--- config.mk ---
export PLATFORM = sky130hd
export DESIGN_NAME = player_vertical_motion_flat
export DESIGN_NICKNAME = d
export VERILOG_FILES = /design/src/rtl/player_vertical_motion_if.sv /design/src/rtl/player_vertical_motion.sv /design/src/flat_wrapper.sv
export SDC_FILE = /design/constraint.sdc
export NUM_CORES = 1
export LEC_CHECK = 0
export CAP_MARGIN = 20
export CORE_MARGIN = 2
export CORE_UTILIZATION = 56
export CTS_CLUSTER_SIZE = 12
export DETAILED_ROUTE_END_ITERATION = 8
export PLACE_DENSITY = 0.91
export RECOVER_POWER = 25
export SLEW_MARGIN = 10
export SYNTH_ARGS = -nofsm -noshare
export SYNTH_HDL_FRONTEND = slang
export SYNTH_SLANG_ARGS = --single-unit
export TNS_END_PERCENT = 30
--- constraint.sdc ---
create_clock -name Clk -period 5.5 [get_ports Clk]
set_input_delay 1.1 -clock Clk [delete_from_list [all_inputs] [get_ports Clk]]
set_output_delay 1.1 -clock Clk [all_outputs]
set_load 0.01 [all_outputs]
--- src/rtl/player_vertical_motion_if.sv ---
// Frame-rate signal bundle between the platform detector, the player
// vertical-motion block and the sprite/scroll logic.
interface player_vertical_motion_if;
  logic       VS;
  logic       JumpKey;
  logic [9:0] PlayerX;
  logic [9:0] PlatformX1;
  logic [9:0] PlatformX2;
  logic [9:0] PlatformY;
  logic [9:0] PlayerY;
  logic       onPlatform;
  logic       Airborne;

  modport master (
    output VS, JumpKey, PlayerX, PlatformX1, PlatformX2, PlatformY,
    input  PlayerY, onPlatform, Airborne
  );

  modport slave (
    input  VS, JumpKey, PlayerX, PlatformX1, PlatformX2, PlatformY,
    output PlayerY, onPlatform, Airborne
  );
endinterface

--- src/rtl/player_vertical_motion.sv ---
// Per-frame player vertical physics: gravity, jump and landing, stepped once
// on each falling edge of VS.
module player_vertical_motion #(
  parameter logic [9:0]  START_Y       = 10'd100,
  parameter logic [9:0]  PLAYER_HEIGHT = 10'd40,
  parameter logic [9:0]  GROUND_Y      = 10'd440,
  parameter logic [4:0]  JUMP_V        = 5'd12,
  parameter int unsigned GRAVITY_DIV   = 2,
  parameter logic [4:0]  MAX_FALL_V    = 5'd8
) (
  input  logic                     Clk,
  input  logic                     Reset,
  player_vertical_motion_if.slave  bus
);

  localparam int unsigned GW = (GRAVITY_DIV > 1) ? $clog2(GRAVITY_DIV) : 1;
  localparam logic [GW-1:0] GCNT_MAX = GW'(GRAVITY_DIV - 1);

  typedef enum logic [1:0] {
    FALL     = 2'd0,
    GROUNDED = 2'd1,
    RISE     = 2'd2
  } state_t;

  state_t        state_q, state_d;
  logic [9:0]    y_q, y_d;
  logic [4:0]    v_q, v_d;
  logic [GW-1:0] gcnt_q, gcnt_d;
  logic          on_ground_q, on_ground_d;
  logic          armed_q, armed_d;
  logic          vs_q;

  logic          tick;
  logic          in_x;
  logic          gcnt_wrap;
  logic [10:0]   feet;
  logic [10:0]   feet_v;
  logic [10:0]   y_fall;
  logic [10:0]   plat_y;
  logic [10:0]   ground_y;
  logic [4:0]    rise_v;

  assign tick      = vs_q & ~bus.VS;
  assign in_x      = (bus.PlayerX >= bus.PlatformX1) && (bus.PlayerX <= bus.PlatformX2);
  assign gcnt_wrap = (gcnt_q == GCNT_MAX);
  assign feet      = {1'b0, y_q} + {1'b0, PLAYER_HEIGHT};
  assign feet_v    = feet + {6'b0, v_q};
  assign y_fall    = {1'b0, y_q} + {6'b0, v_q};
  assign plat_y    = {1'b0, bus.PlatformY};
  assign ground_y  = {1'b0, GROUND_Y};

  always_ff @(posedge Clk or negedge Reset) begin
    if (!Reset) begin
      vs_q        <= 1'b1;
      state_q     <= FALL;
      y_q         <= START_Y;
      v_q         <= '0;
      gcnt_q      <= '0;
      on_ground_q <= 1'b0;
      armed_q     <= 1'b0;
    end else begin
      vs_q        <= bus.VS;
      state_q     <= state_d;
      y_q         <= y_d;
      v_q         <= v_d;
      gcnt_q      <= gcnt_d;
      on_ground_q <= on_ground_d;
      armed_q     <= armed_d;
    end
  end

  always_comb begin
    state_d     = state_q;
    y_d         = y_q;
    v_d         = v_q;
    gcnt_d      = gcnt_q;
    on_ground_d = on_ground_q;
    armed_d     = armed_q;
    rise_v      = v_q;

    if (tick) begin
      unique case (state_q)
        FALL: begin
          if (in_x && (feet <= plat_y) && (feet_v >= plat_y)) begin
            y_d         = bus.PlatformY - PLAYER_HEIGHT;
            v_d         = '0;
            gcnt_d      = '0;
            on_ground_d = 1'b0;
            state_d     = GROUNDED;
          end else if (feet_v >= ground_y) begin
            y_d         = GROUND_Y - PLAYER_HEIGHT;
            v_d         = '0;
            gcnt_d      = '0;
            on_ground_d = 1'b1;
            state_d     = GROUNDED;
          end else begin
            y_d = y_fall[9:0];
            if (gcnt_wrap) begin
              gcnt_d = '0;
              v_d    = (v_q >= MAX_FALL_V) ? MAX_FALL_V : v_q + 5'd1;
            end else begin
              gcnt_d = gcnt_q + 1'b1;
            end
          end
        end

        GROUNDED: begin
          if (!bus.JumpKey) armed_d = 1'b1;
          if (!on_ground_q && !in_x) begin
            v_d     = '0;
            gcnt_d  = '0;
            state_d = FALL;
          end else if (bus.JumpKey && armed_q) begin
            v_d     = JUMP_V;
            gcnt_d  = '0;
            armed_d = 1'b0;
            state_d = RISE;
          end
        end

        RISE: begin
          // Hitting the top row kills the remaining upward speed outright.
          if ({5'b0, v_q} > y_q) begin
            y_d    = '0;
            rise_v = '0;
          end else begin
            y_d = y_q - {5'b0, v_q};
            if (gcnt_wrap) begin
              gcnt_d = '0;
              rise_v = (v_q == 5'd0) ? 5'd0 : v_q - 5'd1;
            end else begin
              gcnt_d = gcnt_q + 1'b1;
            end
          end
          v_d = rise_v;
          if (rise_v == 5'd0) begin
            v_d     = '0;
            gcnt_d  = '0;
            state_d = FALL;
          end
        end

        default: state_d = FALL;
      endcase
    end
  end

  assign bus.PlayerY    = y_q;
  assign bus.onPlatform = (state_q == GROUNDED);
  assign bus.Airborne   = (state_q != GROUNDED);

endmodule

--- src/flat_wrapper.sv ---
// flat-port wrapper written by rule: the top's interface ports become plain ports
module player_vertical_motion_flat 
#(
  parameter logic [9:0]  START_Y       = 10'd100,
  parameter logic [9:0]  PLAYER_HEIGHT = 10'd40,
  parameter logic [9:0]  GROUND_Y      = 10'd440,
  parameter logic [4:0]  JUMP_V        = 5'd12,
  parameter int unsigned GRAVITY_DIV   = 2,
  parameter logic [4:0]  MAX_FALL_V    = 5'd8
)
  (Clk, Reset, bus_VS, bus_JumpKey, bus_PlayerX, bus_PlatformX1, bus_PlatformX2, bus_PlatformY, bus_PlayerY, bus_onPlatform, bus_Airborne);
  player_vertical_motion_if bus_i ();
  input  logic Clk;
  input  logic Reset;
  input wire logic [$bits(bus_i.VS)-1:0] bus_VS;
  input wire logic [$bits(bus_i.JumpKey)-1:0] bus_JumpKey;
  input wire logic [$bits(bus_i.PlayerX)-1:0] bus_PlayerX;
  input wire logic [$bits(bus_i.PlatformX1)-1:0] bus_PlatformX1;
  input wire logic [$bits(bus_i.PlatformX2)-1:0] bus_PlatformX2;
  input wire logic [$bits(bus_i.PlatformY)-1:0] bus_PlatformY;
  output wire logic [$bits(bus_i.PlayerY)-1:0] bus_PlayerY;
  output wire logic [$bits(bus_i.onPlatform)-1:0] bus_onPlatform;
  output wire logic [$bits(bus_i.Airborne)-1:0] bus_Airborne;
  assign bus_i.VS = bus_VS;
  assign bus_i.JumpKey = bus_JumpKey;
  assign bus_i.PlayerX = bus_PlayerX;
  assign bus_i.PlatformX1 = bus_PlatformX1;
  assign bus_i.PlatformX2 = bus_PlatformX2;
  assign bus_i.PlatformY = bus_PlatformY;
  assign bus_PlayerY = bus_i.PlayerY;
  assign bus_onPlatform = bus_i.onPlatform;
  assign bus_Airborne = bus_i.Airborne;
  player_vertical_motion #(.START_Y(START_Y), .PLAYER_HEIGHT(PLAYER_HEIGHT), .GROUND_Y(GROUND_Y), .JUMP_V(JUMP_V), .GRAVITY_DIV(GRAVITY_DIV), .MAX_FALL_V(MAX_FALL_V)) u_core (.Clk(Clk), .Reset(Reset), .bus(bus_i));
endmodule
==> flow_metrics.tcl, run 1 <==
set metrics [dict create \
    leakagePower_nw 1.84 \
    max_slew.worst_pin.slew_ns 0.999 \
    cp_slowest_cell "nor4_1" \
    post_synth_xor_area_fraction_pct 6.78 \
    cts.root.buffer_cell "clkbuf_8" \
    timing.critical_path.required_ns 5.66 \
    rows 28 \
    synth_sequential_area_ratio_pct 15.3 \
    cp_top_family "simple AND/OR/NAND/NOR gates" \
    combPwrFrac_pct 77.5 \
    initial_cell_density_of_the_core_pct 58.2 \
    post-synth-top-area-fraction_pct 22.0 \
    routed_wirelength_mm 9.56 \
    gp_congestion 1.03 \
    clock_latency_ns 0.27 \
    post_synth_num_cell_types 75 \
    final.setup.tns_ns 0 \
    finalCoreUtilization_pct 68.4 \
    holdBufCountCts 0 \
    max_clock_freq_mhz 206 \
    dp_slack_ns 0.840 \
    yosys-top-cells-area "ha_1 (22%), dfrtp_1 (12%), inv_1 (5.5%), xnor2_1 (4.5%), o21ai_0 (3.6%)" \
    synth_fp_nets 538 \
    drt-pass1-iter-count 5 \
    share_of_the_synthesized_area_in_compound_gates_ao_oa_aoi_oai_pct 25.9 \
    sequentialPowerShare_pct 17.5 \
    antennaDiodeCount 0 \
    slew_violations 0 \
    pwr_density_cell_nw_per_um2 530 \
    critPathArrivalTime_ns 5.01 \
    ctsHtreeMaxLevel 1 \
    fin_worst_skew_ns 0.00773 \
    synth_flop_cell "dfrtp_1" \
    drtAntennaViolNets 0 \
    worst_hold_path_type "flip-flop to flip-flop" \
    track_usage_pct 28.9 \
    core_area_um2 5960 \
    power_frac_clock_pct 5.0 \
    post-route-worst-setup-slack_ns 0.648 \
    numCtsBuffers 3 \
    crit_path_max_incr_delay_ns 0.74 \
    max-cap-violations 0 \
    status "finished, final reports clean" \
    timing.slew.headroom_pct 32.9 \
    rsz0062_at_grt "false" \
    cp_max_fo 14 \
    drt-vias-per-instance 6.39 \
    grt_start_max_net_pins 22 \
    yosys-mux-area-fraction_pct 1.66 \
    design.final.nets 583 \
    synth_async_sr_flop_share_pct 100 \
    worstSetupEndpointType "flip-flop" \
    dp.final_hpwl_mm 7.59 \
    worst-setup-path-type "flip-flop to flip-flop" \
    final-hold-violation-count 0 \
    cts.sink_count 21 \
    cellInternalPower_w 0.00101 \
    synth_area_per_cell_um2 8.04 \
    clk_transition_reported_paths_ns 0.09 \
    period_minus_slack_ns 4.85 \
    dieArea_um2 6840 \
    final_cell_mix "ha_1 (61), clkdlybuf4s50_1 (53), inv_1 (51)" \
    critPathLaunchType "flip-flop" \
    die_y_um 82.7 \
    tritoncts "built" \
    first_global_vias 3388 \
    ios 56 \
    final_common_cell "ha_1" \
    setup_viol 0 \
    die_outline_width_um 82.7 \
    min_period_over_period_pct 88.2 \
    crit_path_cell_trace "ha_1, inv_1, fa_1, or2_0, a21oi_1, o21ai_0, xnor2_1, ha_1, and4_1, o21ai_0, o211ai_1, a31oi_1, nor4_1, or3_1, o21ai_1, mux2_2" \
    switch_pwr_w 0.00115 \
    critical_path_buf_inv_count 1 \
    area_delta_synth_final_pct 17.5 \
    synth_adder_area_share_pct 23.2 \
    synth_enable_flop_cells 0 \
    initial_antenna_violation_count 0 \
    routed_wire_length_per_instance_um 17.4 \
    power_switching_share_pct 53.1 \
    io_buffer_count 55 \
    global_route.overflow_total 0 \
    drive_above_1_share_pct 5.05 \
    gate_count_post_synth 431 \
    irDropWorstVdd_uv 353 \
    grt_first_pass_wirelength_mm 15.3 \
    drtIter0Drc 337 \
    detailroute.via_count 3516 \
    synth.ff_latch_count 21 \
    synthDominantAreaCellType "ha_1" \
    post-cts-setup-buffers 0 \
    ys_warn_count 0 \
    detail_route.drc_violations 0 \
    synth_top_family_by_area "compound AO/OA/AOI/OAI gates" \
    postCtsResizedCells 0 \
    synth_area_um2 3470 \
    synth_simple_gate_area_share_pct 18.8 \
    clk_path_buf_depth 2 \
]
final timing paths:
kind / cells after the start / endpoint / slack, ns / start
max: 16 / u_core.v_q[0] / 0.65 / u_core.v_q[0]
min: 1 / u_core.armed_q / 0.53 / u_core.armed_q
max reg2reg: 16 / u_core.v_q[0] / 0.65 / u_core.v_q[0]
min reg2reg: 1 / u_core.armed_q / 0.53 / u_core.armed_q
max in group asynchronous: 2 / u_core.v_q[0] / 3.24 / Reset
min in group asynchronous: 1 / u_core.bus.PlayerY[8] / 1.21 / Reset
power by group through the flow:
stage	sequential (W)	clock, W	combinational, W
global placement	0.000365	0	0.00157
finish	0.000377	0.000108	0.00168
floorplan	0.000306	0	0.00129
global route	0.000390	0.000117	0.00184
detailed placement	0.000373	0	0.00163
CTS	0.000370	0.000109	0.00164
registers in the layout (all words and copies together) (netlist names):
register,flops
u_core.state_q,2
u_core.on_ground_q,1
u_core.v_q,5
u_core.vs_q,1
u_core.bus.PlayerY,10
u_core.armed_q,1
u_core.gcnt_q,1
synth_stat cells, types with 5 or more instances:
library cell / n
ha_1: 61
inv_1: 51
o21ai_0: 25
nor2_1: 24
a21oi_1: 22
nand2_1: 20
nor3_1: 18
xnor2_1: 18
dfrtp_1: 17
nand3_1: 12
clkbuf_1: 9
nand2b_1: 8
o21a_1: 7
xor2_1: 7
a211oi_1: 6
nor4_1: 6
o31ai_1: 6
a21o_1: 5
buf_2: 5
o211ai_1: 5
routing by layer:
| metal | GRT usage, % | share of wire, % | up-vias |
|---|---|---|---|
| li1 | - | - | 1674 |
| met1 | 37.2 | 43 | 1667 |
| met2 | 51.3 | 48 | 146 |
| met3 | 2.07 | 5.9 | 29 |
| met4 | 9.18 | 2.4 | 0 |
| met5 | 0 | 0 | - |
cell families (layout without fill, tap and decap cells):
group / count (synthesis) / in the layout
compound gates: 126 / 126
xor+xnor: 26 / 26
fa+ha+maj: 63 / 63
buf+inv: 69 / 113
flops: 21 / 21
mux: 5 / 5
simple gates: 121 / 121
per-stage QoR:
stage | cell area [um2] | hold slack [ns] | power [W] | std cells
after detailed placement | 4020 | 0.516 | 0.00200 | 545
after global placement | 4020 | 0.474 | 0.00193 | 544
final | 4070 | 0.532 | 0.00216 | 550
after floorplan | 3470 | 0.466 | 0.00159 | 431
after CTS | 4070 | 0.536 | 0.00212 | 549
after global routing | 4070 | 0.544 | 0.00235 | 550
cell type report:
cell class	count	area (um2)
Clock buffer	3	41.3
Inverter	51	191
Sequential cell	21	531
Timing Repair Buffer	58	567
Clock inverter	1	5.00
Tap cell	75	93.8
Multi-Input combinational cell	341	2650
Fill cell	509	1880
No activity file was read; power rests on OpenSTA's default activity.
==> inputs of run 2 (changes only) <==
- CORE_UTILIZATION: 56 -> 45
- PLACE_DENSITY: 0.91 -> 0.77
==> run 2 against run 1 <==
Effect of this change:
- non-clock buffer count did not move
- critical path type unchanged
- power fell by 1.1%
- critical path depth fell by 1
- cell area rose by 0.89%
- combinational power barely moved
- die area rose by 23%
- global-route usage fell by 6.8 points
==> flow_metrics.tcl, run 2 (synthesized netlist as in run 1, its figures left out) <==
set metrics [dict create \
    status "finished, final reports clean" \
    worst-setup-path-type "flip-flop to flip-flop" \
    min_period_over_period_pct 86.1 \
    cp_max_fo 14 \
    period_minus_slack_ns 4.74 \
    ctsHtreeMaxLevel 1 \
    timing.critical_path.required_ns 5.71 \
    core_area_um2 7610 \
    setup_viol 0 \
    first_global_vias 3334 \
    grt_start_max_net_pins 22 \
    worstSetupEndpointType "flip-flop" \
    track_usage_pct 22.1 \
    leakagePower_nw 1.84 \
    finalCoreUtilization_pct 54.0 \
    die_y_um 91.8 \
    drtIter0Drc 312 \
    final_cell_area_um2 4110 \
    drt-vias-per-instance 5.82 \
    die_outline_width_um 91.8 \
    holdBufCountCts 0 \
    detailroute.via_count 3361 \
    final.setup.tns_ns 0 \
    finalHoldWorstSlack_ns 0.508 \
    design.final.nets 583 \
    clk_path_buf_depth 2 \
    postCtsResizedCells 0 \
    pwr_density_cell_nw_per_um2 520 \
    drt-pass1-iter-count 5 \
    final_cell_mix "ha_1 (61), clkdlybuf4s50_1 (53), inv_1 (51)" \
    routed_wirelength_mm 9.25 \
    drtAntennaViolNets 0 \
    fillers 682 \
    ios 56 \
    global_route.overflow_total 0 \
    detail_route.drc_violations 0 \
    final-hold-violation-count 0 \
    critPathLaunchType "flip-flop" \
    final_common_cell "ha_1" \
    routed_wire_length_per_instance_um 16.0 \
    numCtsBuffers 3 \
    grt_first_pass_wirelength_mm 15.4 \
    initial_antenna_violation_count 0 \
    tritoncts "built" \
    rsz0062_at_grt "false" \
    drive_above_1_share_pct 5.05 \
    max-cap-violations 0 \
    cts.sink_count 21 \
    minimum_setup_slack_among_reg_to_reg_paths_ns 0.76 \
    cts.root.buffer_cell "clkbuf_8" \
    io_buffer_count 55 \
    antennaDiodeCount 0 \
    timing.slew.headroom_pct 36.9 \
    max_clock_freq_mhz 211 \
    critPathArrivalTime_ns 4.94 \
    post-cts-setup-buffers 0 \
    dp.final_hpwl_mm 7.38 \
    worst_hold_path_type "flip-flop to flip-flop" \
    irDropWorstVdd_uv 258 \
    initial_cell_density_of_the_core_pct 45.6 \
    gp_congestion 0.962 \
    rows 32 \
    largest_register_ff_count 10 \
    clk_transition_reported_paths_ns 0.09 \
    area_delta_synth_final_pct 18.5 \
    dieArea_um2 8420 \
    max_slew.worst_pin.slew_ns 0.939 \
    fin_worst_skew_ns 0.00411 \
    slew_violations 0 \
    clock_latency_ns 0.27 \
    place_area_um2 4060 \
]
run 2: final timing paths:
| kind | startpoint | to | cells past startpoint |
|---|---|---|---|
| max in group asynchronous | Reset | u_core.v_q[4] | 2 |
| min reg2reg | u_core.armed_q | u_core.armed_q | 1 |
| max | u_core.bus.PlayerY[3] | u_core.bus.PlayerY[5] | 15 |
| min in group asynchronous | Reset | u_core.bus.PlayerY[9] | 1 |
| max reg2reg | u_core.bus.PlayerY[3] | u_core.bus.PlayerY[5] | 15 |
| min | u_core.armed_q | u_core.armed_q | 1 |
run 2: final cells by class:
cell class	count	area (um2)	share of cell area, %
clock inverter	1	5.00	0.122
inverter	51	191	4.66
multi-input combinational	341	2650	64.4
timing repair buffer	58	569	13.9
tap	102	128	3.11
clock buffer	3	41.3	1.00
sequential	21	531	12.9
run 2: through the flow:
step                      cells  power (W)  setup slack [ns]
after floorplan             431    0.00159              1.51
after global placement      572    0.00196              1.06
after detailed placement    572    0.00200             0.867
after CTS                   576    0.00211             0.852
after global routing        577    0.00235             0.433
final                       577    0.00214             0.764
run 2: layer usage:
layer	up-vias	GRT usage [%]	wire length, um
met5	-	0	0
met4	0	6.09	146
met3	14	2.05	527
met2	114	38.8	4410
met1	1556	29.1	4170
li1	1677	-	-
run 2: where the power goes:
part | leakage (nW) | switching (W) | internal (W) | total (W)
combinational | 1.56 | 0.000918 | 0.000733 | 0.00165
clock | 0.0255 | 0.0000600 | 0.0000507 | 0.000111
sequential | 0.255 | 0.000149 | 0.000225 | 0.000375
total | 1.84 | 0.00113 | 0.00101 | 0.00214
run 2: worst max-delay path: stages (launching register included):
cell	delay, ns
dfrtp_1	0.50
ha_1	0.40
ha_1	0.38
nand2_1	0.07
a211oi_1	0.42
nor3_1	0.16
xnor2_1	0.17
ha_1	0.30
and4_1	0.16
o21ai_0	0.11
o211ai_1	0.20
a31oi_1	0.15
nor4_1	0.59
or3_1	0.57
o31ai_1	0.14
a211o_1	0.33
==> inputs of run 3 (changes only) <==
- clock period: 5.5 -> 4.8 ns (I/O delays scaled with it)
==> run 3 against run 2 <==
Effect of this change:
- combinational power up 18%
- power up 17%
- maximum frequency up 6.2%
- register-to-register slack worse by 0.43 ns
- cell count up 0.87%
- core utilization up 0.54 points
- non-clock buffer count up 5
- critical path type unchanged
==> flow_metrics.tcl, run 3 (synthesized netlist as in run 1, its figures left out) <==
set metrics [dict create \
    critPathLaunchType "flip-flop" \
    global_route.overflow_total 0 \
    die_outline_width_um 91.8 \
    clk_path_buf_depth 2 \
    slew_violations 0 \
    gp_congestion 0.969 \
    ios 56 \
    period_minus_slack_ns 4.46 \
    cts.root.buffer_cell "clkbuf_8" \
    pwr_density_cell_nw_per_um2 602 \
    clk_transition_reported_paths_ns 0.09 \
    dieArea_um2 8420 \
    initial_cell_density_of_the_core_pct 45.6 \
    min_period_over_period_pct 92.9 \
    worst_hold_path_type "flip-flop to flip-flop" \
    grt_first_pass_wirelength_mm 15.9 \
    numCtsBuffers 3 \
    antennaDiodeCount 0 \
    first_global_vias 3397 \
    worst_r2r_startpoint "u_core.bus.PlayerY[3]" \
    tritoncts "built" \
    detail_route.drc_violations 0 \
    worst-setup-path-type "flip-flop to flip-flop" \
    drtIter0Drc 274 \
    cp-startpoint "u_core.bus.PlayerY[3]" \
    max_slew.worst_pin.slew_ns 0.986 \
    io_buffer_count 55 \
    track_usage_pct 22.8 \
    detailroute.via_count 3429 \
    drive_above_1_share_pct 6.04 \
    design.final.nets 588 \
    dp.final_hpwl_mm 7.67 \
    max_clock_freq_mhz 224 \
    fillers 716 \
    final.setup.tns_ns 0 \
    initial_antenna_violation_count 0 \
    post-route-worst-setup-slack_ns 0.339 \
    postCtsResizedCells 0 \
    timing.critical_path.required_ns 4.97 \
    routed_wire_length_per_instance_um 16.1 \
    hp-start "u_core.armed_q" \
    post-cts-setup-buffers 0 \
    worstSetupEndpointType "flip-flop" \
    final-hold-violation-count 0 \
    irDropWorstVdd_uv 297 \
    die_y_um 91.8 \
    max-cap-violations 0 \
    rows 32 \
    leakagePower_nw 1.86 \
    rsz0062_at_grt "false" \
    critPathArrivalTime_ns 4.63 \
    clock_latency_ns 0.27 \
    cts.sink_count 21 \
    drtAntennaViolNets 0 \
    status "finished, final reports clean" \
    final_common_cell "ha_1" \
    drt-vias-per-instance 5.89 \
    routed_wirelength_mm 9.39 \
    cp_max_fo 9 \
    ctsHtreeMaxLevel 1 \
    final_cell_mix "ha_1 (61), clkdlybuf4s50_1 (53), inv_1 (51)" \
    core_area_um2 7610 \
    holdBufCountCts 0 \
    setup_viol 0 \
    area_delta_synth_final_pct 19.7 \
    fin_worst_skew_ns 0.00491 \
    timing.slew.headroom_pct 34.3 \
    largest_register_ff_count 10 \
    dp_slack_ns 0.347 \
    grt_start_max_net_pins 22 \
    drt-pass1-iter-count 5 \
]
## run 3: changes by cell type in the layout (fill, tap and decap cells not counted)
cell,delta
clkinv_2,-1
or3_1,-1
buf_4,+5
or3_4,+1
clkbuf_1,+1
## run 3: power by group
| part | internal [W] | switching, W |
|---|---|---|
| Combinational | 0.000876 | 0.00108 |
| Sequential | 0.000258 | 0.000162 |
| Clock | 0.0000595 | 0.0000681 |
| Total | 0.00119 | 0.00131 |
## run 3: worst max-delay path, stage by stage (launching register included)
cell and delay [ns]:
dfrtp_1 0.50, ha_1 0.40, ha_1 0.38, nand2_1 0.07, a211oi_1 0.42, nor3_1 0.16
xnor2_1 0.17, ha_1 0.22, a211o_1 0.28, o211ai_1 0.10, o211ai_1 0.11, a31oi_1 0.24
nor4_1 0.09, buf_4 0.16, nor3_1 0.39, buf_4 0.23, a21o_1 0.13, mux2_4 0.29
## run 3: path summary, 6_finish.rpt
| kind | end | slack (ns) | cells past startpoint |
|---|---|---|---|
| worst max-delay path | u_core.state_q[1] | 0.34 | 17 |
| worst min-delay path | u_core.armed_q | 0.50 | 1 |
| worst max register to register | u_core.state_q[1] | 0.34 | 17 |
| worst min register to register | u_core.armed_q | 0.50 | 1 |
| max in group asynchronous | u_core.v_q[0] | 2.61 | 2 |
| min in group asynchronous | u_core.bus.PlayerY[9] | 1.00 | 1 |
## run 3: final cells by class
class,instances,area [um2],share of cell area (%)
clock buffers,4,45.0,1.08
inverters,51,191,4.61
multi-input cells,341,2650,63.8
flip-flops and latches,21,531,12.8
well taps,102,128,3.07
repair buffers,63,607,14.6
## run 3: routing by layer
layer	routed length, um	vias to the layer above	global-route usage (%)
met5	0	-	0
met4	116	0	5.10
met3	529	11	2.22
met2	4630	125	40.6
met1	4120	1609	30.0
li1	-	1684	-
## run 3: stage by stage
stage          cells  power, W  utilization (%)  hold slack (ns)  cell area (um2)
3_3_place_gp     577   0.00228             53.9            0.474             4100
2_1_floorplan    431   0.00183                -            0.466             3470
4_1_cts          581   0.00247             54.5            0.504             4140
5_1_grt          582   0.00274             54.6            0.525             4150
6_report         582   0.00250             54.6            0.501             4150
3_5_place_dp     577   0.00233             53.9            0.483             4100
